## config.mk

```make
export PLATFORM = sky130hd
export DESIGN_NAME = inst_rom_fetch_unit_flat
export DESIGN_NICKNAME = d
export VERILOG_FILES = /design/src/rtl/inst_rom_fetch_unit_if.sv /design/src/rtl/inst_rom_fetch_unit.sv /design/src/flat_wrapper.sv
export SDC_FILE = /design/constraint.sdc
export NUM_CORES = 1
export LEC_CHECK = 0
export BUFFER_PORTS_ARGS = -buffer_cell sky130_fd_sc_hd__clkbuf_2
export CELL_PAD_IN_SITES_DETAIL_PLACEMENT = 1
export CELL_PAD_IN_SITES_GLOBAL_PLACEMENT = 1
export CORE_UTILIZATION = 43
export DETAILED_ROUTE_END_ITERATION = 10
export HOLD_SLACK_MARGIN = 0.06
export PLACE_DENSITY = 0.87
export REMOVE_ABC_BUFFERS = 1
export SYNTH_ARGS = -nofsm -noshare
export SYNTH_HDL_FRONTEND = slang
export SYNTH_SLANG_ARGS = --single-unit
```

## constraint.sdc

```tcl
create_clock -name CLK -period 6.75 [get_ports CLK]
set_input_delay 0.3375 -clock CLK [delete_from_list [all_inputs] [get_ports CLK]]
set_output_delay 0.3375 -clock CLK [all_outputs]
set_load 0.1 [all_outputs]
```

## src/rtl/inst_rom_fetch_unit_if.sv

```systemverilog
// Bus bundle for the instruction fetch unit. It carries the fetch-stage
// request, the virtual-ROM read handshake, the decoder-facing instruction
// stream and the sticky error flags. The fetch unit connects through the
// slave modport. The surrounding pipeline or the bench connects through the
// master modport.
interface inst_rom_fetch_unit_if;
  // fetch stage -> fetch unit
  logic [31:0] fetch_addr;
  logic        fetch_valid;
  logic        fetch_ready;
  logic        redirect;

  // fetch unit <-> virtual ROM
  logic        rom_req;
  logic [31:0] rom_addr;
  logic        rom_ack;
  logic [31:0] rom_data;

  // fetch unit -> decoder
  logic [31:0] inst;
  logic [31:0] inst_pc;
  logic        inst_valid;
  logic        inst_ready;

  // sticky error flags
  logic        misaligned;
  logic        rom_timeout;

  modport slave (
    input  fetch_addr, fetch_valid, redirect, rom_ack, rom_data, inst_ready,
    output fetch_ready, rom_req, rom_addr, inst, inst_pc, inst_valid,
    output misaligned, rom_timeout
  );

  modport master (
    output fetch_addr, fetch_valid, redirect, rom_ack, rom_data, inst_ready,
    input  fetch_ready, rom_req, rom_addr, inst, inst_pc, inst_valid,
    input  misaligned, rom_timeout
  );
endinterface

```

## src/rtl/inst_rom_fetch_unit.sv

```systemverilog
// Instruction fetch unit. It accepts a PC from the fetch stage and issues one
// read to the virtual ROM. The returned word and its PC go into a small FIFO
// that feeds the decoder. A redirect flushes the FIFO. If a read is still in
// flight when the redirect arrives, that read is allowed to finish, and its
// data is thrown away.
//
// state | meaning
// ------+-------------------------------------------------------------
// IDLE  | no ROM read outstanding; may accept a new fetch address
// WAIT  | ROM read outstanding; its data will be pushed into the FIFO
// DROP  | ROM read outstanding but flushed; its data will be discarded
module inst_rom_fetch_unit #(
  parameter int DEPTH   = 2,
  parameter int TIMEOUT = 255
) (
  input logic                   CLK,
  input logic                   nRST,
  inst_rom_fetch_unit_if.slave  bus
);

  localparam int PW = (DEPTH > 1) ? $clog2(DEPTH) : 1;
  localparam int OW = $clog2(DEPTH + 1);
  localparam int CW = (TIMEOUT > 1) ? $clog2(TIMEOUT + 1) : 1;

  typedef enum logic [1:0] {
    S_IDLE = 2'd0,
    S_WAIT = 2'd1,
    S_DROP = 2'd2
  } state_t;

  state_t          state_q, state_d;
  logic [CW-1:0]   cnt_q, cnt_d;
  logic [31:0]     rom_addr_q;
  logic            ready_en_q;
  logic            misaligned_q;
  logic            timeout_q;

  logic [31:0]     mem_pc   [DEPTH];
  logic [31:0]     mem_data [DEPTH];
  logic [PW-1:0]   wr_ptr_q, rd_ptr_q;
  logic [OW-1:0]   count_q;

  logic            fetch_ready;
  logic            accept;
  logic            issue;
  logic            set_mis;
  logic            set_to;
  logic            push;
  logic            pop;
  logic            inst_valid;

  function automatic logic [PW-1:0] ptr_inc(input logic [PW-1:0] p);
    return (p == PW'(DEPTH - 1)) ? '0 : p + 1'b1;
  endfunction

  // ready_en_q keeps fetch_ready low while reset is held and for the edge
  // that releases it. It goes high at the first clock after release.
  assign fetch_ready = ready_en_q && (state_q == S_IDLE) && (count_q < OW'(DEPTH));
  assign accept      = bus.fetch_valid && fetch_ready;
  assign inst_valid  = (count_q != '0);
  // A redirect has priority over a pop. The flushed head entry is never
  // delivered to the decoder.
  assign pop         = inst_valid && bus.inst_ready && !bus.redirect;

  // next-state, counter and strobe decode for the fetch FSM
  always_comb begin
    state_d = state_q;
    cnt_d   = cnt_q;
    issue   = 1'b0;
    set_mis = 1'b0;
    set_to  = 1'b0;
    push    = 1'b0;
    unique case (state_q)
      S_IDLE: begin
        if (accept) begin
          if (bus.fetch_addr[1:0] != 2'b00) begin
            set_mis = 1'b1;
          end else begin
            issue   = 1'b1;
            state_d = S_WAIT;
          end
        end
      end
      S_WAIT: begin
        if (bus.rom_ack) begin
          push    = !bus.redirect;
          state_d = S_IDLE;
        end else if (cnt_q == CW'(TIMEOUT - 1)) begin
          set_to  = 1'b1;
          state_d = S_IDLE;
        end else if (bus.redirect) begin
          state_d = S_DROP;
        end
      end
      S_DROP: begin
        if (bus.rom_ack) begin
          state_d = S_IDLE;
        end else if (cnt_q == CW'(TIMEOUT - 1)) begin
          set_to  = 1'b1;
          state_d = S_IDLE;
        end
      end
      default: state_d = S_IDLE;
    endcase

    // The wait counter restarts whenever the state changes. A move from
    // WAIT to DROP therefore gives the outstanding read a fresh window.
    if (state_d != state_q) begin
      cnt_d = '0;
    end else if (state_q != S_IDLE) begin
      cnt_d = cnt_q + 1'b1;
    end
  end

  // FSM state, wait counter, request address and sticky flags
  always_ff @(posedge CLK or negedge nRST) begin
    if (!nRST) begin
      state_q      <= S_IDLE;
      cnt_q        <= '0;
      rom_addr_q   <= '0;
      ready_en_q   <= 1'b0;
      misaligned_q <= 1'b0;
      timeout_q    <= 1'b0;
    end else begin
      state_q    <= state_d;
      cnt_q      <= cnt_d;
      ready_en_q <= 1'b1;
      if (issue) begin
        rom_addr_q <= bus.fetch_addr;
      end
      if (set_mis) begin
        misaligned_q <= 1'b1;
      end
      if (set_to) begin
        timeout_q <= 1'b1;
      end
    end
  end

  // FIFO bookkeeping: pointers and occupancy; redirect empties it outright
  always_ff @(posedge CLK or negedge nRST) begin
    if (!nRST) begin
      wr_ptr_q <= '0;
      rd_ptr_q <= '0;
      count_q  <= '0;
    end else if (bus.redirect) begin
      wr_ptr_q <= '0;
      rd_ptr_q <= '0;
      count_q  <= '0;
    end else begin
      if (push) begin
        wr_ptr_q <= ptr_inc(wr_ptr_q);
      end
      if (pop) begin
        rd_ptr_q <= ptr_inc(rd_ptr_q);
      end
      unique case ({push, pop})
        2'b10:   count_q <= count_q + 1'b1;
        2'b01:   count_q <= count_q - 1'b1;
        default: count_q <= count_q;
      endcase
    end
  end

  // FIFO storage. Empty slots are never shown to the decoder, so the
  // storage needs no reset.
  always_ff @(posedge CLK) begin
    if (push) begin
      mem_pc[wr_ptr_q]   <= rom_addr_q;
      mem_data[wr_ptr_q] <= bus.rom_data;
    end
  end

  assign bus.fetch_ready = fetch_ready;
  // rom_req decodes straight from the state register. Reset therefore drops
  // it at once, without waiting for a clock edge.
  assign bus.rom_req     = (state_q == S_WAIT) || (state_q == S_DROP);
  assign bus.rom_addr    = rom_addr_q;
  assign bus.inst_valid  = inst_valid;
  assign bus.inst        = inst_valid ? mem_data[rd_ptr_q] : '0;
  assign bus.inst_pc     = inst_valid ? mem_pc[rd_ptr_q]   : '0;
  assign bus.misaligned  = misaligned_q;
  assign bus.rom_timeout = timeout_q;

endmodule

```

## src/flat_wrapper.sv

```systemverilog
// flat-port wrapper written by rule: the top's interface ports become plain ports
module inst_rom_fetch_unit_flat 
#(
  parameter int DEPTH   = 2,
  parameter int TIMEOUT = 255
)
  (CLK, nRST, bus_fetch_addr, bus_fetch_valid, bus_redirect, bus_rom_ack, bus_rom_data, bus_inst_ready, bus_fetch_ready, bus_rom_req, bus_rom_addr, bus_inst, bus_inst_pc, bus_inst_valid, bus_misaligned, bus_rom_timeout);
  inst_rom_fetch_unit_if bus_i ();
  input logic CLK;
  input logic nRST;
  input wire logic [$bits(bus_i.fetch_addr)-1:0] bus_fetch_addr;
  input wire logic [$bits(bus_i.fetch_valid)-1:0] bus_fetch_valid;
  input wire logic [$bits(bus_i.redirect)-1:0] bus_redirect;
  input wire logic [$bits(bus_i.rom_ack)-1:0] bus_rom_ack;
  input wire logic [$bits(bus_i.rom_data)-1:0] bus_rom_data;
  input wire logic [$bits(bus_i.inst_ready)-1:0] bus_inst_ready;
  output wire logic [$bits(bus_i.fetch_ready)-1:0] bus_fetch_ready;
  output wire logic [$bits(bus_i.rom_req)-1:0] bus_rom_req;
  output wire logic [$bits(bus_i.rom_addr)-1:0] bus_rom_addr;
  output wire logic [$bits(bus_i.inst)-1:0] bus_inst;
  output wire logic [$bits(bus_i.inst_pc)-1:0] bus_inst_pc;
  output wire logic [$bits(bus_i.inst_valid)-1:0] bus_inst_valid;
  output wire logic [$bits(bus_i.misaligned)-1:0] bus_misaligned;
  output wire logic [$bits(bus_i.rom_timeout)-1:0] bus_rom_timeout;
  assign bus_i.fetch_addr = bus_fetch_addr;
  assign bus_i.fetch_valid = bus_fetch_valid;
  assign bus_i.redirect = bus_redirect;
  assign bus_i.rom_ack = bus_rom_ack;
  assign bus_i.rom_data = bus_rom_data;
  assign bus_i.inst_ready = bus_inst_ready;
  assign bus_fetch_ready = bus_i.fetch_ready;
  assign bus_rom_req = bus_i.rom_req;
  assign bus_rom_addr = bus_i.rom_addr;
  assign bus_inst = bus_i.inst;
  assign bus_inst_pc = bus_i.inst_pc;
  assign bus_inst_valid = bus_i.inst_valid;
  assign bus_misaligned = bus_i.misaligned;
  assign bus_rom_timeout = bus_i.rom_timeout;
  inst_rom_fetch_unit #(.DEPTH(DEPTH), .TIMEOUT(TIMEOUT)) u_core (.CLK(CLK), .nRST(nRST), .bus(bus_i));
endmodule
```

# [After elaboration in Yosys (flattened, before gate mapping)]
# Memories as Yosys holds them, arrays and structs flattened.
# Cells that the tools add are included.
[classes] reduce_logical=16 n_eq_ne=6 n_shift=0 muxes=33 addsub=5 n_lt_le_gt_ge=1 n_bitwise=0 mul=0 div=0
[op_table] cell="$mux 32" n=2
[op_table] cell="$mux 1" n=19
[op_table] cell="$mux 2" n=8
[op_table] cell="$mux 8" n=2
[op_table] cell="$reduce_bool 2->1" n=6
[op_table] cell="$add 8x1->8 const B" n=1
[op_table] cell="$eq 8x8->1 const B" n=1
[op_table] cell="$pmux 2 s3" n=1
[op_table] cell="$logic_and 1x1->1" n=5
[op_table] cell="$eq 2x1->1 const B" n=2
[op_table] cell="$eq 2x2->1 const B" n=2
[op_table] cell="$pmux 2 s2" n=1
[op_table] cell="$reduce_bool 3->1" n=1
[op_table] cell="$add 1x1->1 const B" n=2
[op_table] cell="$add 2x1->2 const B" n=1
[op_table] cell="$logic_not 2->1" n=1
[op_table] cell="$lt 2x2->1 const B" n=1
[op_table] cell="$ne 2x2->1" n=1
[op_table] cell="$reduce_or 2->1" n=1
[op_table] cell="$sub 2x1->2 const B" n=1
[op_table] cell="$logic_not 1->1" n=1
[op_table] cell="$logic_or 1x1->1" n=1
[totals] word_cells=72 output_inout_bits=101 rom_bits=0 ramBits=128 mem_count=2 latchBits=0 ff_bits=49
[memory_table] name="u_core.mem_data" words=2 word_bits=32 rd=1 rd_ports_with_merged_regs=0 wr=1 line="inst_rom_fetch_unit.sv:39" text="logic [31:0] mem_data [DEPTH];"
[memory_table] name="u_core.mem_pc" words=2 word_bits=32 rd=1 rd_ports_with_merged_regs=0 wr=1 line="inst_rom_fetch_unit.sv:38" text="logic [31:0] mem_pc [DEPTH];"

# [Longest topological paths before layout]
[depth] word_depth=8 ltp_mapped=7

# [Least setup slack after synthesis]
# OpenSTA, ideal clock, no wires.
[synth_timing] path_kind="reg2reg" startpoint="register u_core.state_q[1]" endpoint="memory u_core.mem_data[0][0], enable pin" path_buffers=0 path_slack_ns=1.017 setup_ns=0.565 t_required_ns=6.185 t_arrival_ns=5.168 path_stages_with_launch=5 cell_sequence="dfrtp_1 -> inv_1 -> ha_1 -> nand2_1 -> nor3_1"
[synth_via] elab_chain_cells=4
[synth_lines] element="start: declaration" line="inst_rom_fetch_unit.sv:31" text="state_t state_q, state_d;"
[synth_lines] element="start signal: assignment" line="inst_rom_fetch_unit.sv:125" text="state_q <= state_d;"
[synth_lines] element="$eq 2x1->1" line="inst_rom_fetch_unit.sv:73" text="unique case (state_q)"
[synth_lines] element="$mux 1" line="inst_rom_fetch_unit.sv:73"
[synth_lines] element="$mux 1" line="inst_rom_fetch_unit.sv:168" text="if (push) begin"
[synth_lines] element="$mux 1 (implied by the code)" line="inst_rom_fetch_unit.sv:170" text="mem_data[wr_ptr_q] <= bus.rom_data;"
[synth_lines] element="end: declaration" line="inst_rom_fetch_unit.sv:39"
# Every way passes these cells.

# [Worst setup path after layout]
[layout_timing] startpoint="register u_core.rd_ptr_q" endpoint="output bus_inst_pc[14]"
[layout_via] elab_chain_cells=2
[layout_lines] element="start: declaration" line="inst_rom_fetch_unit.sv:40" text="logic [PW-1:0] wr_ptr_q, rd_ptr_q;"
[layout_lines] element="start signal: assignment" line="inst_rom_fetch_unit.sv:155" text="rd_ptr_q <= ptr_inc(rd_ptr_q);"
[layout_lines] element="$mem_v2 2x32"
[layout_lines] element="$mux 32" line="inst_rom_fetch_unit.sv:181" text="assign bus.inst_pc = inst_valid ? mem_pc[rd_ptr_q] : '0;"
[layout_lines] element="end: declaration" line="flat_wrapper.sv:21" text="output wire logic [$bits(bus_i.inst_pc)-1:0] bus_inst_pc;"
# Every way passes these cells.

==> qor.yml <==
status:
  status: "complete, no violations"
synth:
  synth.cell_area_um2: 6980
  synth_xor_area_frac: 0.0126
  yosysWarnings: 0
  ys_ff_latch: 177
  yosysSeqAreaShare: 0.727
  synthMuxAreaShare: 0.140
  yosys.area_share.simple: 0.0698
  synth_fa_ha_area_frac: 0.0108
  synth_top_family_by_area: "multiplexers"
  synth-compound-area-share: 0.0221
  synth_cells: 441
  synth_cell_types: 40
  synth.avg_cell_area_um2: 15.8
worst_setup_path:
  rrSetupSlack_ps: 4370
  cp.required_ps: 6410
  crit_fanout: 65
  cp-startpoint: "u_core.rd_ptr_q$_DFFE_PN0P_"
  worst_path_largest_cell_delay_ps: 1130
  end_kind: "output port"
  crit_chain: "mux2i_1 > nor2_1 > clkbuf_2"
  r2r_start: "u_core.state_q[0]$_DFF_PN0_"
  setup.worst_path.start_class: "register"
  arrival_ps: 2560
  slowest_stage: "dfrtp_4"
  criticalPathCategory: "reg2out"
sta:
  fmax_mhz: 345
  finalCritPeriodShare: 0.429
  tightest_slew_ps: 1190
  finalClockSkew_ps: 7.59
  whs_ps: 58.9
  finalMaxSlewViolations: 0
  period_minus_slack_ps: 2900
  setup_viol: 0
  rsz0062_at_grt: "no"
  hold_violations: 0
  timing.slew.headroom: 0.206
  setup_tns_ps: 0
global_route:
  busiest_layer: "met2"
  use_met1: 0.242
  grt_pass1_vias: 4466
  grt_pass1_wl_um: 24300
  antenna_found_initial: 0
  overflow: 0
  grt_usage: 0.198
  grtUsageMet2: 0.342
  met3_usage: 0.0500
  grt_max_degree: 66
die:
  core_um2: 15900
  pin_count: 171
  die_h_um: 129
  dieWidth_um: 129
  start_util: 0.439
  die_area_um2: 16700
  row_count: 46
power:
  ir_drop_v: 0.000297
  power_frac_seq: 0.378
  clock_power_share: 0.245
  combPwrFrac: 0.377
  cellPowerDensity_nw_per_um2: 466
  power_switching_uw: 1830
  intPower_uw: 2210
  swShare: 0.452
  cellLeakagePower_uw: 0.00338
clocking:
  htreeDepth: 4
  post_cts_resized: 0
  post_cts_buffers: 0
  clock_latency_ps: 420
  cts_tree: "yes"
  cts_sinks: 177
  clockBufferDepth: 2
  numCtsBuffers: 17
  clk_pin_slew_ps: 60
  root_buffer: "clkbuf_16"
  hold_buffers: 0
final_layout:
  nFillCells: 1641
  syn_to_final_growth_pct: 24.2
  nNetsFinal: 693
  seq_area_um2: 5070
  final_common_cell: "clkbuf_2"
  antennaDiodeCount: 0
  layout-drive-gt1-share: 0.394
  final_cell_mix: "170 x clkbuf_2, 128 x edfxtp_1, 72 x nor2_1"
  multi_input_area_um2: 1810
run:
  cap_violations: 0
place:
  hpwl_um: 10700
  numPortBuffers: 170
  gp_congestion: 0.755
detailed_routing:
  vias: 4238
  first_iter_violations: 250
  viasPerCell: 5.01
  wirelength_um: 16300
  ant_nets: 0
  firstDrtPassIters: 4
  post_drt_wl_per_cell_um: 19.2
  drc: 0
hold_path:
  hold_path_class: "in2async"
==> sequential cells by signal, summed over array words and instances (netlist names), 2 cells and up <==
register / cells
u_core.state_q: 2
u_core.mem_pc: 64
u_core.mem_data: 64
u_core.cnt_q: 8
u_core.bus.rom_addr: 32
u_core.count_q: 2
==> cell usage after synthesis <==
master / number / share of area
nand3b_1: 2 / 0.0022
o221a_2: 2 / 0.0032
o21bai_1: 1 / 0.0011
mux2i_1: 64 / 0.092
buf_1: 3 / 0.0016
xnor2_1: 4 / 0.0050
o21ai_0: 5 / 0.0036
buf_2: 7 / 0.0050
ha_1: 6 / 0.011
and3_1: 1 / 0.00090
nand2_1: 6 / 0.0032
a311o_1: 1 / 0.0014
o211a_1: 1 / 0.0014
nor3_2: 1 / 0.0014
nand3_1: 3 / 0.0022
nor4_1: 9 / 0.0081
nor2b_2: 1 / 0.0013
clkbuf_1: 6 / 0.0032
buf_4: 2 / 0.0022
o21ai_1: 1 / 0.00072
xor2_1: 6 / 0.0075
nand4_1: 4 / 0.0036
nor2_1: 73 / 0.039
and4b_2: 1 / 0.0016
inv_2: 1 / 0.00054
a2111oi_0: 1 / 0.0013
nor2b_1: 3 / 0.0027
and2_2: 1 / 0.0011
conb_1: 1 / 0.00054
a2111oi_4: 1 / 0.0039
dfrtp_1: 49 / 0.18
mux2_2: 30 / 0.048
a21oi_1: 1 / 0.00072
inv_1: 9 / 0.0048
nand2b_1: 1 / 0.00090
o21a_1: 1 / 0.0011
a31o_2: 1 / 0.0013
edfxtp_1: 128 / 0.55
o311ai_2: 1 / 0.0023
nor3_1: 2 / 0.0014
==> routing by layer <==
| metal | up-vias | part of all wire |
|---|---|---|
| met3 | 18 | 0.059 |
| met4 | 0 | 0.012 |
| met1 | 2119 | 0.42 |
| met5 | - | 0 |
| met2 | 130 | 0.51 |
| li1 | 1971 | - |
==> critical path, delay by kind of cell, from the launching register on <==
family,cells,cell delay [ps]
buffers and inverters,1,480
muxes,1,250
and+or+nand+nor,1,170
DFF,1,1130
==> final cells by class <==
cell class | count | area share
inverters | 10 | 0.00433
flip-flops and latches | 177 | 0.585
clock inverters | 14 | 0.0188
repair buffers | 175 | 0.102
clock buffers | 18 | 0.0495
multi-input cells | 236 | 0.208
well taps | 216 | 0.0312
==> kinds of logic (layout without fill, tap and decap cells) <==
logic type | after synthesis | count (layout)
xor+xnor | 10 | 10
fa+ha+maj | 6 | 6
buf+inv | 28 | 217
other cells | 1 | 1
flops | 177 | 177
compound gates | 17 | 17
mux | 94 | 94
simple gates | 108 | 108
==> final timing paths <==
kind,to,cells past startpoint
hold / removal,u_core.count_q[0]$_DFFE_PN0P_,2
max in group asynchronous,u_core.rd_ptr_q$_DFFE_PN0P_,2
min in group CLK,u_core.mem_data[1][28]$_DFFE_PP_,1
setup / recovery,bus_inst_pc[14],3
hold reg to reg,u_core.bus.rom_timeout$_DFFE_PN0P_,1
setup reg to reg,u_core.cnt_q[2]$_DFFE_PN0P_,6
==> power groups by stage <==
stage,sequential (uW),clock [uW],combinational (uW)
final,1530,990,1520
after global routing,1550,1050,1580
after CTS,1530,1010,1530
after detailed placement,1560,0,1530
after global placement,1530,0,1500
after floorplan,2170,0,606
==> through the flow <==
| stage | instance area [um^2] | power, uW | setup slack (ps) | std cells | utilization |
|---|---|---|---|---|---|
| floorplan | 6890 | 2780 | 1020 | 423 | - |
| global placement | 8080 | 3040 | 4350 | 814 | 0.508 |
| detailed placement | 8080 | 3080 | 4280 | 814 | 0.508 |
| CTS | 8670 | 4080 | 3780 | 846 | 0.546 |
| global route | 8670 | 4180 | 3710 | 846 | 0.546 |
| finish | 8670 | 4040 | 3850 | 846 | 0.546 |
No activity file was read; power rests on OpenSTA's default activity.
